**config.mk**
```make
export PLATFORM = sky130hd
export DESIGN_NAME = i2s_rx_capture
export DESIGN_NICKNAME = d
export VERILOG_FILES = /design/src/rtl/i2s_rx_capture.sv
export SDC_FILE = /design/constraint.sdc
export NUM_CORES = 1
export LEC_CHECK = 0
export BUFFER_PORTS_ARGS = -buffer_cell sky130_fd_sc_hd__buf_2
export CAP_MARGIN = 40
export CORE_ASPECT_RATIO = 0.6
export CORE_MARGIN = 2
export CORE_UTILIZATION = 60
export DETAILED_ROUTE_END_ITERATION = 16
export MAX_ROUTING_LAYER = met4
export PLACE_DENSITY = 0.81
export SYNTH_ARGS = -nofsm -noshare
export SYNTH_HDL_FRONTEND = slang
export SYNTH_SLANG_ARGS = --single-unit
```
**constraint.sdc**
```tcl
create_clock -name mclk -period 4.8 [get_ports mclk]
set_input_delay 0.24 -clock mclk [delete_from_list [all_inputs] [get_ports mclk]]
set_output_delay 0.24 -clock mclk [all_outputs]
set_load 0.1 [all_outputs]
```
**src/rtl/i2s_rx_capture.sv**
```systemverilog
`timescale 1ns/1ps
// i2s_rx_capture
//   Capture end of the codec I2S record link. The bit clock, word select and
//   data lines are oversampled in the mclk domain, deserialized into left and
//   right words, and each completed stereo frame is offered as one pair.
//
// Ports
//   mclk               codec master clock (>= 4x bclk), the only clock
//   rstn               asynchronous active-low reset
//   audio_I2S_bclk     bit clock, sampled only
//   audio_I2S_reclrc   word select, 0 = left, 1 = right
//   audio_I2S_recdat   serial data, MSB first, one bclk after the reclrc edge
//   left_sample        last completed left word (two's complement)
//   right_sample       last completed right word (two's complement)
//   sample_valid       a frame pair is available
//   sample_ready       consumer accepts the pair
//   overrun            sticky: a frame completed while the previous one waited
//   frame_error        sticky: a short or long slot was seen
//   err_clear          one-cycle pulse clearing both sticky flags
//   state_dbg          current capture FSM state (IDLE=0, LEFT=1, RIGHT=2)
//
// Handshake: sample_valid rises when a frame is committed and holds until the
// mclk edge where sample_valid && sample_ready, which clears it. A commit on
// that same edge wins (valid stays high with the new pair, no overrun). A
// commit while valid is high and ready is low overwrites the pair and sets
// overrun.
module i2s_rx_capture #(
  parameter int SAMPLE_BITS = 16,
  parameter int SLOT_BITS   = 32,
  parameter int SYNC_STAGES = 2   // must be >= 2
) (
  input  logic                   mclk,
  input  logic                   rstn,
  input  logic                   audio_I2S_bclk,
  input  logic                   audio_I2S_reclrc,
  input  logic                   audio_I2S_recdat,
  output logic [SAMPLE_BITS-1:0] left_sample,
  output logic [SAMPLE_BITS-1:0] right_sample,
  output logic                   sample_valid,
  input  logic                   sample_ready,
  output logic                   overrun,
  output logic                   frame_error,
  input  logic                   err_clear,
  output logic [1:0]             state_dbg
);

  localparam int KW = $clog2(SLOT_BITS + 2);
  localparam logic [KW-1:0] K_WORD = KW'(SAMPLE_BITS);
  localparam logic [KW-1:0] K_SAT  = KW'(SLOT_BITS + 1);

  typedef enum logic [1:0] {
    IDLE  = 2'd0,
    LEFT  = 2'd1,
    RIGHT = 2'd2
  } state_t;

  // ---------------------------------------------------------------- sync
  logic [SYNC_STAGES-1:0] bclk_sync, lrc_sync, dat_sync;
  logic bclk_s, lrc_s, dat_s;

  always_ff @(posedge mclk or negedge rstn) begin
    if (!rstn) begin
      bclk_sync <= '0;
      lrc_sync  <= '0;
      dat_sync  <= '0;
    end else begin
      bclk_sync <= {bclk_sync[SYNC_STAGES-2:0], audio_I2S_bclk};
      lrc_sync  <= {lrc_sync[SYNC_STAGES-2:0],  audio_I2S_reclrc};
      dat_sync  <= {dat_sync[SYNC_STAGES-2:0],  audio_I2S_recdat};
    end
  end

  assign bclk_s = bclk_sync[SYNC_STAGES-1];
  assign lrc_s  = lrc_sync[SYNC_STAGES-1];
  assign dat_s  = dat_sync[SYNC_STAGES-1];

  // ------------------------------------------- slot position and shifting
  // Stage 1: on each bclk rise, track the slot position k and shift data.
  // The events seen on that rise are registered for the FSM stage.
  logic                   bclk_d, lrc_prev;
  logic                   rise_q, trans_q;
  logic [KW-1:0]          k, k_old;
  logic [SAMPLE_BITS-1:0] shift;
  logic                   bclk_rise, lrc_change, shift_en;
  logic [KW-1:0]          k_next;

  assign bclk_rise  = bclk_s & ~bclk_d;
  assign lrc_change = lrc_s ^ lrc_prev;

  always_comb begin
    k_next = k;
    if (lrc_change)      k_next = '0;
    else if (k != K_SAT) k_next = k + KW'(1);
  end

  // k = 0 carries the previous slot's LSB; only k = 1..SAMPLE_BITS belong
  // to this slot's word.
  assign shift_en = (k_next != '0) && (k_next <= K_WORD);

  always_ff @(posedge mclk or negedge rstn) begin
    if (!rstn) begin
      bclk_d   <= 1'b0;
      lrc_prev <= 1'b0;
      rise_q   <= 1'b0;
      trans_q  <= 1'b0;
      k        <= '0;
      k_old    <= '0;
      shift    <= '0;
    end else begin
      bclk_d  <= bclk_s;
      rise_q  <= bclk_rise;
      trans_q <= bclk_rise & lrc_change;
      if (bclk_rise) begin
        lrc_prev <= lrc_s;
        k        <= k_next;
        k_old    <= k;
        if (shift_en) shift <= {shift[SAMPLE_BITS-2:0], dat_s};
      end
    end
  end

  // ----------------------------------------------------------------- FSM
  // Stage 2: act on the registered events. lrc_prev already holds the new
  // word-select level here, and k holds the updated position.
  state_t state, state_next;
  logic   word_done, short_slot, long_slot;
  logic   hold_left, commit_set, err_set;
  logic   commit_q;
  logic [SAMPLE_BITS-1:0] left_hold, right_hold;

  assign word_done  = rise_q && !trans_q && (k == K_WORD);
  assign short_slot = trans_q && (k_old < K_WORD);
  assign long_slot  = rise_q && (k == K_SAT);

  always_comb begin
    state_next = state;
    hold_left  = 1'b0;
    commit_set = 1'b0;
    err_set    = 1'b0;
    case (state)
      IDLE: begin
        // Only a right-to-left edge starts a frame.
        if (trans_q && !lrc_prev) state_next = LEFT;
      end
      LEFT: begin
        if (trans_q) begin
          if (short_slot) begin
            err_set    = 1'b1;
            state_next = IDLE;
          end else begin
            state_next = RIGHT;
          end
        end else begin
          if (word_done) hold_left = 1'b1;
          if (long_slot) err_set   = 1'b1;
        end
      end
      RIGHT: begin
        if (trans_q) begin
          if (short_slot) begin
            err_set    = 1'b1;
            state_next = IDLE;
          end else begin
            state_next = LEFT;
          end
        end else begin
          if (word_done) commit_set = 1'b1;
          if (long_slot) err_set    = 1'b1;
        end
      end
      default: state_next = IDLE;
    endcase
  end

  always_ff @(posedge mclk or negedge rstn) begin
    if (!rstn) begin
      state      <= IDLE;
      left_hold  <= '0;
      right_hold <= '0;
      commit_q   <= 1'b0;
    end else begin
      state    <= state_next;
      commit_q <= commit_set;
      if (hold_left)  left_hold  <= shift;
      if (commit_set) right_hold <= shift;
    end
  end

  assign state_dbg = state;

  // -------------------------------------------------------------- output
  // Stage 3: load the pair and run the handshake and sticky flags.
  always_ff @(posedge mclk or negedge rstn) begin
    if (!rstn) begin
      left_sample  <= '0;
      right_sample <= '0;
      sample_valid <= 1'b0;
      overrun      <= 1'b0;
      frame_error  <= 1'b0;
    end else begin
      if (commit_q) begin
        left_sample  <= left_hold;
        right_sample <= right_hold;
        sample_valid <= 1'b1;
      end else if (sample_valid && sample_ready) begin
        sample_valid <= 1'b0;
      end
      overrun     <= (overrun & ~err_clear) |
                     (commit_q & sample_valid & ~sample_ready);
      frame_error <= (frame_error & ~err_clear) | err_set;
    end
  end

endmodule

```
==> results of run 1 <==
[logic make-up after synthesis]
kind of cell | count (synthesis)
AOI/OAI and AO/OA | 24
xor gates and xnor gates | 3
adders and majority gates | 7
buffers and inverters | 22
DFF | 104
muxes | 81
and+or+nand+nor | 44
[registers in the layout, indices dropped and copies added, names as in the netlist]
name and cells:
bclk_sync 2, left_sample 16, trans_q 1, overrun 1, shift 16, state_dbg 2
right_sample 16, left_hold 16, frame_error 1, lrc_prev 1, sample_valid 1, lrc_sync 2
dat_sync 2, k 6, commit_q 1, bclk_d 1, k_old 2, right_hold 16
rise_q 1
[critical path: cells and delay by family (launching register included)]
kind                     cells  cell delay [ns]
buffers and inverters        1             0.25
adder cells (fa/ha/maj)      1             0.31
AND/OR/NAND/NOR              3             0.79
multiplexers                 2             0.81
flip-flops                   1             0.47
[layer usage]
layer / track usage [%] / part of all wire [%]
met1: 30.94 / 48
met2: 31.14 / 46
met3: 6.818 / 4.8
met5: - / 0
met4: 6.944 / 1.1
[metrics by stage]
step	hold WS [ns]	util (%)
global placement	0.3013	66.52
detailed placement	0.3076	66.92
CTS	0.002380	71.92
floorplan	-0.05559	-
global route	0.2187	72.07
finish	0.1986	72.07
[area by class of cell]
type	instances	share of cell area (%)
tap	87	2.253
clock buffer	15	6.163
sequential	104	53.86
timing repair buffer	52	6.344
multi-input combinational	159	30.45
clock inverter	1	0.1554
inverter	10	0.7768
[what timing repair did]
item | CTS | global route
gates resized for setup | 0 | 0
buffers inserted | 0 | 0
setup endpoints to repair | 0 | 0
endpoints found under the hold margin | 54 | 1
hold buffers | 3 | 1
[cells in the mapped netlist (all sizes together)]
cell,instances,area share (%)
a32o,2,0.48
a21oi,2,0.24
mux2,80,22
a31oi,2,0.45
o21bai,2,0.36
nor4b,1,0.21
and3,1,0.15
nand2,20,1.8
nand3,3,0.36
a311oi,1,0.21
buf,9,1.5
a22o,1,0.21
ha,7,2.1
nand4,1,0.15
nor3b,1,0.18
o22ai,1,0.15
and4,1,0.21
a21o,1,0.18
inv,10,0.90
nand2b,2,0.30
nor3,2,0.24
xnor2,1,0.21
clkbuf,3,0.27
or2,2,0.30
o21ai,8,0.96
nand3b,1,0.18
nor2,5,0.45
o31ai,1,0.18
o41ai,3,0.81
nor4,4,0.75
xor2,2,0.42
dfrtp,104,62
mux2i,1,0.33
[final timing paths]
kind | startpoint | to | slack (ns) | cells past startpoint
worst max register to register | k[0] | shift[0] | 2.05 | 7
max in group asynchronous | rstn | left_sample[11] | 3.23 | 3
worst min-delay path | sample_ready | sample_valid | 0.20 | 3
min in group asynchronous | rstn | right_sample[1] | 0.47 | 2
worst min register to register | dat_sync[0] | dat_sync[1] | 0.35 | 0
worst max-delay path | k[0] | shift[0] | 2.05 | 7
[where the power goes]
group / total [W] / internal, W / switching, W
clock: 0.000718 / 0.000423 / 0.000296
sequential: 0.00100 / 0.000933 / 0.0000693
combinational: 0.000281 / 0.000102 / 0.000179
==> insert_results.sql, run 1 <==
INSERT INTO impl_metrics (metric_group, metric, value, unit) VALUES
('run_status', 'status', 'finished, final reports clean', ''),
('job', 'maxCapViolations', '0', ''),
('global_route', 'grtUsageTotal', '22.03', '%'),
('finish', 'layout_common_cells', '104 x sky130_fd_sc_hd__dfrtp_1, 70 x sky130_fd_sc_hd__mux2_2, 42 x sky130_fd_sc_hd__buf_2, 20 x sky130_fd_sc_hd__nand2_1', ''),
('global_route', 'first_global_vias', '2380', ''),
('critical_path', 'arrival_time_at_the_worst_endpoint', '2.98', 'ns'),
('sta', 'f_max', '363.4', 'MHz'),
('floorplanning', 'std_cell_rows', '23', ''),
('critical_path', 'required', '5.03', 'ns'),
('finish', 'finish.net_count', '350', ''),
('floorplanning', 'floorplan.die.height', '68.63', 'microns'),
('route', 'dr.first_iter.drc_count', '119', ''),
('global_route', 'globalRouteOverflowTotal', '0', ''),
('finish', 'area.growth.synth_to_final', '15.70', '%'),
('route', 'drt_first_pass_iters', '4', ''),
('logic_synthesis', 'synthXorXnorAreaFrac', '0.6291', '%'),
('clock_tree', 'tritoncts', 'yes', ''),
('logic_synthesis', 'synth_compound_gate_area_share', '4.224', '%'),
('finish', 'finalNonFillerCells', '428', ''),
('route', 'drt_wl_total', '7464', 'microns'),
('place', 'dp_worst_setup_slack', '2.147', 'ns'),
('clock_tree', 'cts_buffer_count', '9', ''),
('logic_synthesis', 'synth_top_family_by_area', 'multiplexers', ''),
('critical_path', 'endpoint_kind', 'flip-flop', ''),
('finish', 'most_frequent_standard_cell_in_the_layout_excluding_fill_and_tap_cells', 'sky130_fd_sc_hd__dfrtp_1', ''),
('critical_path', 'critical_path_peak_fanout', '11', ''),
('place', 'routabilityCongestion', '0.8244', ''),
('floorplanning', 'floorplan.core_area', '6705', 'sq um'),
('place', 'dp.final_hpwl', '5077', 'microns'),
('global_route', 'grt_first_pass_wirelength', '12200', 'microns'),
('power', 'p_leak', '2.542', 'nW'),
('route', 'drc', '0', ''),
('logic_synthesis', 'flip_flop_and_latch_count_after_synthesis', '104', ''),
('finish', 'fillCellCount', '451', ''),
('place', 'port_buffer_count', '43', ''),
('sta', 'finalHoldViolCount', '0', ''),
('clock_tree', 'cts_max_path_buffers', '2', ''),
('sta', 'worst_clock_skew', '0.002948', 'ns'),
('logic_synthesis', 'syn-cell-area', '4177', 'sq um'),
('logic_synthesis', 'post_synth_fa_ha_maj_area_fraction', '2.097', '%'),
('critical_path', 'critical_path.most_common_cell', 'sky130_fd_sc_hd__nor4_1', ''),
('clock_tree', 'cts_max_level', '3', ''),
('finish', 'seq_area', '2603', 'sq um'),
('route', 'postRouteAntennaNets', '0', ''),
('power', 'power_consumption', '0.002002', 'W'),
('floorplanning', 'fp.dieW', '111.7', 'microns'),
('finish', 'design_area', '4832', 'sq um'),
('sta', 'grt_setup_unrepaired', 'no', ''),
('clock_tree', 'worst_setup_hold_path_clk_slew', '0.06', 'ns'),
('logic_synthesis', 'syn-mean-instance-area', '14.65', 'sq um'),
('clock_tree', 'clock_sink_count', '104', ''),
('floorplanning', 'floorplan.io_pins', '44', ''),
('finish', 'n_antenna_cell', '0', ''),
('logic_synthesis', 'synthesis.instances', '285', ''),
('route', 'vias', '2386', ''),
('critical_path', 'critical_path.max_stage_delay', '0.47', 'ns'),
('sta', 'timing.slew.headroom', '53.67', '%'),
('place', 'placed_cells_incl_taps', '408', ''),
('floorplanning', 'starting_density', '62.29', '%'),
('sta', 'layout_setup_ws', '2.048', 'ns'),
('sta', 'timing.final.crit_share', '57.33', '%'),
('power', 'cellPowerDensity', '414.3', 'nW/um^2'),
('sta', 'worst_slew_pin_slew', '0.6898', 'ns'),
('logic_synthesis', 'area_share_of_and_or_nand_nor_cells_after_synthesis', '5.273', '%'),
('sta', 'setup_total_negative_slack', '0', 'ns'),
('finish', 'multi_input_area', '1471', 'sq um'),
('critical_path', 'worst_setup_path_start_kind', 'flip-flop', ''),
('critical_path', 'worstPathCellList', 'ha_1 > and4_1 > nor4_1 > nor4_1 > mux2i_2 > buf_6 > mux2_2', ''),
('global_route', 'grt_max_degree', '54', ''),
('place', 'detailed_place.area', '4487', 'sq um'),
('sta', 'timing_max_transition_violations_final', '0', '');
Power figures use the tool's default switching activity.
==> run 2: changes to the inputs <==
- CORE_UTILIZATION: 60 -> 52
- PLACE_DENSITY: 0.81 -> 0.75
- clock period: 4.8 -> 2.25 ns (I/O delays scaled with it)
==> insert_results.sql, run 2 (synthesized netlist as in run 1, its figures left out) <==
INSERT INTO impl_metrics (metric_group, metric, value, unit) VALUES
('sta', 'f_max', '441.5', 'MHz'),
('critical_path', 'critical_path.max_stage_delay', '0.41', 'ns'),
('hold_path', 'type_of_the_worst_min_delay_path', 'in -> reg', ''),
('power', 'power_consumption', '0.004455', 'W'),
('job', 'maxCapViolations', '0', ''),
('global_route', 'grt_max_degree', '46', ''),
('critical_path', 'arrival_time_at_the_worst_endpoint', '2.50', 'ns'),
('sta', 'timing.slew.headroom', '62.67', '%'),
('finish', 'finalNonFillerCells', '467', ''),
('global_route', 'grtUsageTotal', '20.51', '%'),
('critical_path', 'critical_path_buf_inv_count', '2', ''),
('finish', 'area.growth.synth_to_final', '23.40', '%'),
('run_status', 'status', 'complete, but fails checks', ''),
('critical_path', 'critical_path_peak_fanout', '5', ''),
('route', 'drc', '0', ''),
('power', 'cellPowerDensity', '864.4', 'nW/um^2'),
('place', 'port_buffer_count', '43', ''),
('sta', 'worst_clock_skew', '0.004890', 'ns'),
('route', 'drt_wl_total', '8030', 'microns'),
('route', 'vias', '2470', ''),
('finish', 'n_antenna_cell', '0', ''),
('finish', 'final_layout_size_suffix_gt1_share', '49.86', '%'),
('sta', 'worst_slew_pin_slew', '0.5599', 'ns'),
('critical_path', 'critical_path_class', 'reg -> reg', ''),
('finish', 'layout_common_cells', '101 x sky130_fd_sc_hd__dfrtp_1, 64 x sky130_fd_sc_hd__mux2_2, 42 x sky130_fd_sc_hd__buf_2, 20 x sky130_fd_sc_hd__nand2_1, 20 x sky130_fd_sc_hd__buf_4', ''),
('global_route', 'grt_first_pass_wirelength', '13190', 'microns'),
('sta', 'final_period_minus_worst_setup_slack', '2.265', 'ns'),
('critical_path', 'slowest_stage', 'sky130_fd_sc_hd__dfrtp_1', ''),
('clock_tree', 'worstSkewPairLatency', '0.35', 'ns'),
('critical_path', 'family_with_the_most_delay_on_the_worst_path', 'multiplexers', ''),
('floorplanning', 'fp.dieW', '119.7', 'microns'),
('critical_path', 'endpoint_kind', 'flip-flop', ''),
('power', 'power.ir.vdd_worst', '0.4525', 'mV'),
('sta', 'layout_setup_ws', '-0.01480', 'ns'),
('clock_tree', 'clock_sink_count', '104', ''),
('clock_tree', 'worst_setup_hold_path_clk_slew', '0.07', 'ns'),
('sta', 'timing_max_transition_violations_final', '0', ''),
('place', 'detailed_place.area', '4664', 'sq um'),
('power', 'p_leak', '2.671', 'nW'),
('critical_path', 'required', '2.48', 'ns'),
('floorplanning', 'floorplan.io_pins', '44', ''),
('floorplanning', 'floorplan.die.height', '73.42', 'microns'),
('route', 'dr.first_iter.drc_count', '99', ''),
('route', 'drt_first_pass_iters', '4', ''),
('sta', 'setup_violations', '5', ''),
('clock_tree', 'cts_max_path_buffers', '2', ''),
('clock_tree', 'clock-root-buffer', 'sky130_fd_sc_hd__clkbuf_16', ''),
('route', 'wl_per_cell', '17.19', 'microns'),
('finish', 'fin_util', '65.90', '%'),
('clock_tree', 'cts_max_level', '3', ''),
('clock_tree', 'tritoncts', 'yes', ''),
('floorplanning', 'die-area', '8788', 'sq um'),
('finish', 'design_area', '5154', 'sq um'),
('critical_path', 'worst_setup_path_start_kind', 'flip-flop', ''),
('route', 'postRouteAntennaNets', '0', ''),
('finish', 'finish.net_count', '368', ''),
('finish', 'most_frequent_standard_cell_in_the_layout_excluding_fill_and_tap_cells', 'sky130_fd_sc_hd__dfrtp_1', ''),
('place', 'routabilityCongestion', '0.8947', ''),
('critical_path', 'worstPathCellList', 'inv_2 > ha_4 > nand3b_1 > or2_4 > a31oi_4 > mux2i_4 > clkbuf_16 > mux2_4', ''),
('place', 'dp_worst_setup_slack', '0.007262', 'ns'),
('clock_tree', 'cts_buffer_count', '9', ''),
('place', 'placed_cells_incl_taps', '443', ''),
('global_route', 'globalRouteOverflowTotal', '0', ''),
('sta', 'timing.final.crit_share', '100.7', '%'),
('sta', 'grt_setup_unrepaired', 'yes', ''),
('floorplanning', 'floorplan.core_area', '7820', 'sq um'),
('route', 'avgViaCountPerCell', '5.289', ''),
('floorplanning', 'starting_density', '53.41', '%'),
('sta', 'finalHoldViolCount', '0', ''),
('global_route', 'first_global_vias', '2605', ''),
('floorplanning', 'std_cell_rows', '25', ''),
('global_route', 'grt_antenna_before_repair', '0', ''),
('place', 'dp.final_hpwl', '5405', 'microns'),
('run_status', 'failed_checks', 'negative setup slack', '');
## run 2: worst paths after layout
| path | startpoint | end | slack, ns | cells after the start |
|---|---|---|---|---|
| setup / recovery | k[1] | shift[5] | -0.01 | 8 |
| hold / removal | sample_ready | sample_valid | 0.07 | 3 |
| setup reg to reg | k[1] | shift[5] | -0.01 | 8 |
| hold reg to reg | bclk_sync[0] | bclk_sync[1] | 0.35 | 0 |
| max in group asynchronous | rstn | state_dbg[0] | 1.26 | 3 |
| min in group asynchronous | rstn | right_sample[1] | 0.30 | 2 |
## run 2: cell type report
class	instances	area, sq um
fillers	562	2666
flip-flops and latches	104	2606
multi-input cells	159	1594
repair buffers	70	476.7
clock buffers	9	225.2
well taps	108	135.1
clock inverters	7	78.83
inverters	10	37.54
## run 2: layer usage
metal	wire length, microns	up-vias	track usage [%]	part of all wire, %
met5	0	-	-	0
met4	63	0	4.706	0.78
met3	299	8	6.910	3.7
met2	3726	43	30.54	46
met1	3941	1266	27.65	49
li1	-	1153	-	-
## run 2: tightest hold or removal path: stages
cell and delay (ns):
sky130_fd_sc_hd__buf_2 0.10, sky130_fd_sc_hd__inv_1 0.06, sky130_fd_sc_hd__a21o_1 0.11
## run 2: timing repair
| action | in CTS | in global routing |
|---|---|---|
| endpoints found under the hold margin | 46 | 0 |
| setup endpoints to repair | 6 | 16 |
| buffers inserted | 0 | 3 |
| gates resized for setup | 3 | 18 |
| pin swaps | 0 | 3 |
| hold buffers | 4 | 0 |
| cloned | 0 | 1 |
## run 2: metrics by stage
step                      hold WS (ns)   TNS, ns
after floorplan                -0.1831   -0.5153
after global placement          0.1443         0
after detailed placement        0.1487         0
after CTS                      0.06693         0
after global routing           0.09912   -0.9472
final                          0.06717  -0.05341
## run 2: power by group
group / leakage [nW] / switching (W) / total, W / internal (W)
clock network: 0.144 / 0.000706 / 0.00158 / 0.000874
registers: 1.41 / 0.000145 / 0.00214 / 0.00199
logic: 1.11 / 0.000426 / 0.000736 / 0.000311
==> run 3: changes to the inputs <==
- SETUP_SLACK_MARGIN: not set -> 0.1
==> insert_results.sql, run 3 (synthesized netlist as in run 1, its figures left out) <==
INSERT INTO impl_metrics (metric_group, metric, value, unit) VALUES
('run_status', 'status', 'finished, final reports clean', ''),
('finish', 'most_frequent_standard_cell_in_the_layout_excluding_fill_and_tap_cells', 'sky130_fd_sc_hd__dfrtp_1', ''),
('finish', 'finish.net_count', '373', ''),
('critical_path', 'r2r.worst_path.cells', '8', ''),
('global_route', 'globalRouteOverflowTotal', '0', ''),
('sta', 'timing.final.crit_share', '94.89', '%'),
('critical_path', 'arrival_time_at_the_worst_endpoint', '2.37', 'ns'),
('finish', 'fillCellCount', '573', ''),
('global_route', 'grtUsageTotal', '20.07', '%'),
('hold_path', 'type_of_the_worst_min_delay_path', 'in -> reg', ''),
('finish', 'n_antenna_cell', '0', ''),
('route', 'dr.first_iter.drc_count', '118', ''),
('critical_path', 'timing.rr.end', 'shift[1]', ''),
('critical_path', 'critical_path.max_stage_delay', '0.44', 'ns'),
('critical_path', 'family_with_the_most_delay_on_the_worst_path', 'multiplexers', ''),
('sta', 'timing.slew.headroom', '60.84', '%'),
('power', 'net-switching-power', '0.001213', 'W'),
('critical_path', 'critical_path_buf_inv_count', '2', ''),
('route', 'wl_per_cell', '16.48', 'microns'),
('place', 'placed_cells_incl_taps', '449', ''),
('sta', 'f_max', '468.4', 'MHz'),
('sta', 'finalHoldViolCount', '0', ''),
('critical_path', 'endpoint_kind', 'flip-flop', ''),
('sta', 'grt_setup_unrepaired', 'yes', ''),
('floorplanning', 'floorplan.die.height', '73.42', 'microns'),
('floorplanning', 'die-area', '8788', 'sq um'),
('power', 'power.switching_fraction', '27.94', '%'),
('floorplanning', 'floorplan.io_pins', '44', ''),
('finish', 'area.growth.synth_to_final', '23.91', '%'),
('route', 'drt_first_pass_iters', '4', ''),
('power', 'internal_power', '0.003128', 'W'),
('sta', 'layout_setup_ws', '0.1150', 'ns'),
('clock_tree', 'cts_max_level', '3', ''),
('critical_path', 'critical_path_class', 'reg -> reg', ''),
('floorplanning', 'fp.dieW', '119.7', 'microns'),
('power', 'p_leak', '2.657', 'nW'),
('sta', 'worst_slew_pin_slew', '0.5874', 'ns'),
('critical_path', 'r2r-start', 'k[1]', ''),
('clock_tree', 'worstSkewPairLatency', '0.34', 'ns'),
('power', 'cellPowerDensity', '838.9', 'nW/um^2'),
('hold_path', 'timing.hold.worst_endpoint', 'overrun', ''),
('route', 'avgViaCountPerCell', '5.229', ''),
('critical_path', 'worst_setup_path_start_kind', 'flip-flop', ''),
('global_route', 'grt_first_pass_wirelength', '12810', 'microns'),
('route', 'vias', '2468', ''),
('critical_path', 'required', '2.48', 'ns'),
('finish', 'multi_input_area', '1603', 'sq um'),
('place', 'dp_worst_setup_slack', '-0.2177', 'ns'),
('place', 'port_buffer_count', '43', ''),
('sta', 'worst_clock_skew', '0.005676', 'ns'),
('hold_path', 'hold_path_depth', '3', ''),
('sta', 'final_period_minus_worst_setup_slack', '2.135', 'ns'),
('finish', 'layout_common_cells', '98 x sky130_fd_sc_hd__dfrtp_1, 70 x sky130_fd_sc_hd__mux2_2, 42 x sky130_fd_sc_hd__buf_2, 25 x sky130_fd_sc_hd__buf_4, 20 x sky130_fd_sc_hd__nand2_1', ''),
('floorplanning', 'floorplan.core_area', '7820', 'sq um'),
('sta', 'timing_max_transition_violations_final', '0', ''),
('job', 'maxCapViolations', '0', ''),
('clock_tree', 'cts_buffer_count', '9', ''),
('global_route', 'first_global_vias', '2467', ''),
('finish', 'finalNonFillerCells', '472', ''),
('sta', 'setup_violations', '0', ''),
('clock_tree', 'worst_setup_hold_path_clk_slew', '0.06', 'ns'),
('clock_tree', 'clock_sink_count', '104', ''),
('floorplanning', 'starting_density', '53.41', '%'),
('place', 'dp.final_hpwl', '5229', 'microns'),
('global_route', 'grt_max_degree', '47', ''),
('power', 'power.ir.vdd_worst', '0.4471', 'mV'),
('global_route', 'grt_antenna_before_repair', '0', ''),
('clock_tree', 'cts_max_path_buffers', '2', ''),
('critical_path', 'slowest_stage', 'sky130_fd_sc_hd__dfrtp_2', ''),
('route', 'postRouteAntennaNets', '0', ''),
('place', 'routabilityCongestion', '0.8860', ''),
('critical_path', 'timing.reg2reg.setup_slack', '0.12', 'ns'),
('finish', 'seq_area', '2613', 'sq um'),
('clock_tree', 'clock-root-buffer', 'sky130_fd_sc_hd__clkbuf_16', ''),
('floorplanning', 'std_cell_rows', '25', ''),
('power', 'share_seq_of_total_power', '49.2', '%'),
('hold_path', 'hold_path.startpoint', 'err_clear', ''),
('power', 'p_comb_share', '17.2', '%'),
('route', 'drt_wl_total', '7777', 'microns'),
('critical_path', 'critical_path_peak_fanout', '9', ''),
('route', 'drc', '0', ''),
('power', 'power.share.clock', '33.6', '%'),
('finish', 'final_layout_size_suffix_gt1_share', '51.10', '%'),
('clock_tree', 'tritoncts', 'yes', ''),
('critical_path', 'worstPathCellList', 'inv_2 > ha_1 > nand3b_1 > or2_4 > a31oi_4 > mux2i_4 > buf_12 > mux2_2', '');
-- run 3: changes by cell type in the layout (fill, tap and decap cells not counted), moves of 2 or more --
cell and delta:
sky130_fd_sc_hd__buf_4 +5, sky130_fd_sc_hd__clkbuf_1 +3, sky130_fd_sc_hd__clkinvlp_4 -2, sky130_fd_sc_hd__dfrtp_1 -3
sky130_fd_sc_hd__mux2_2 +6, sky130_fd_sc_hd__mux2_4 -6, sky130_fd_sc_hd__clkbuf_8 +2, sky130_fd_sc_hd__dfrtp_2 +2
-- run 3: what timing repair did --
action / CTS / global route
endpoints found under the hold margin: 46 / 0
hold buffers: 4 / 0
setup buffers: 3 / 0
resized for setup: 5 / 16
pin swaps: 1 / 1
setup endpoints to repair: 16 / 16
-- run 3: metrics by stage --
stage | cell area (sq um) | util [%] | setup TNS (ns) | hold slack [ns] | total power, W
after floorplan | 4220 | - | -0.5153 | -0.1831 | 0.002602
after global placement | 4712 | 60.26 | -1.887 | 0.1527 | 0.002826
after detailed placement | 4712 | 60.26 | -2.861 | 0.1602 | 0.002849
after CTS | 5102 | 65.25 | 0 | 0.06323 | 0.004331
after global routing | 5175 | 66.18 | 0 | 0.08069 | 0.004557
final | 5175 | 66.18 | 0 | 0.07312 | 0.004341
-- run 3: tightest hold or removal path: stages --
cell and delay (ns):
sky130_fd_sc_hd__buf_2 0.09, sky130_fd_sc_hd__inv_1 0.06, sky130_fd_sc_hd__a32o_1 0.11
-- run 3: final cells by class --
| cell class | count | share of cell area, % |
|---|---|---|
| multi-input cells | 159 | 30.97 |
| flip-flops and latches | 104 | 50.48 |
| well taps | 108 | 2.611 |
| clock buffers | 14 | 5.102 |
| clock inverters | 2 | 0.2660 |
| repair buffers | 75 | 9.840 |
| inverters | 10 | 0.7253 |
-- run 3: per-layer routing --
metal	track usage (%)	vias to the layer above	share of wire (%)
met2	27.43	60	43
met5	-	-	0
met1	29.33	1252	51
li1	-	1150	-
met4	3.529	0	0.66
met3	6.988	6	5.3
-- run 3: how the worst max path moves through the flow --
stage	from	end	slack, ns	cells past startpoint
floorplan	k[3]	shift[10]	-0.05	9
global placement	k[1]	shift[2]	-0.15	6
detailed placement	k[0]	shift[4]	-0.22	6
CTS	k[0]	shift[8]	0.11	7
global route	k[1]	shift[1]	0.02	8
finish	k[1]	shift[1]	0.12	8
-- run 3: power by group through the flow --
stage / logic, W / clock network, W / registers (W)
final: 0.000746 / 0.00146 / 0.00214
after detailed placement: 0.000688 / 0 / 0.00216
after global placement: 0.000677 / 0 / 0.00215
after floorplan: 0.000335 / 0 / 0.00227
after CTS: 0.000716 / 0.00149 / 0.00213
after global routing: 0.000819 / 0.00158 / 0.00216
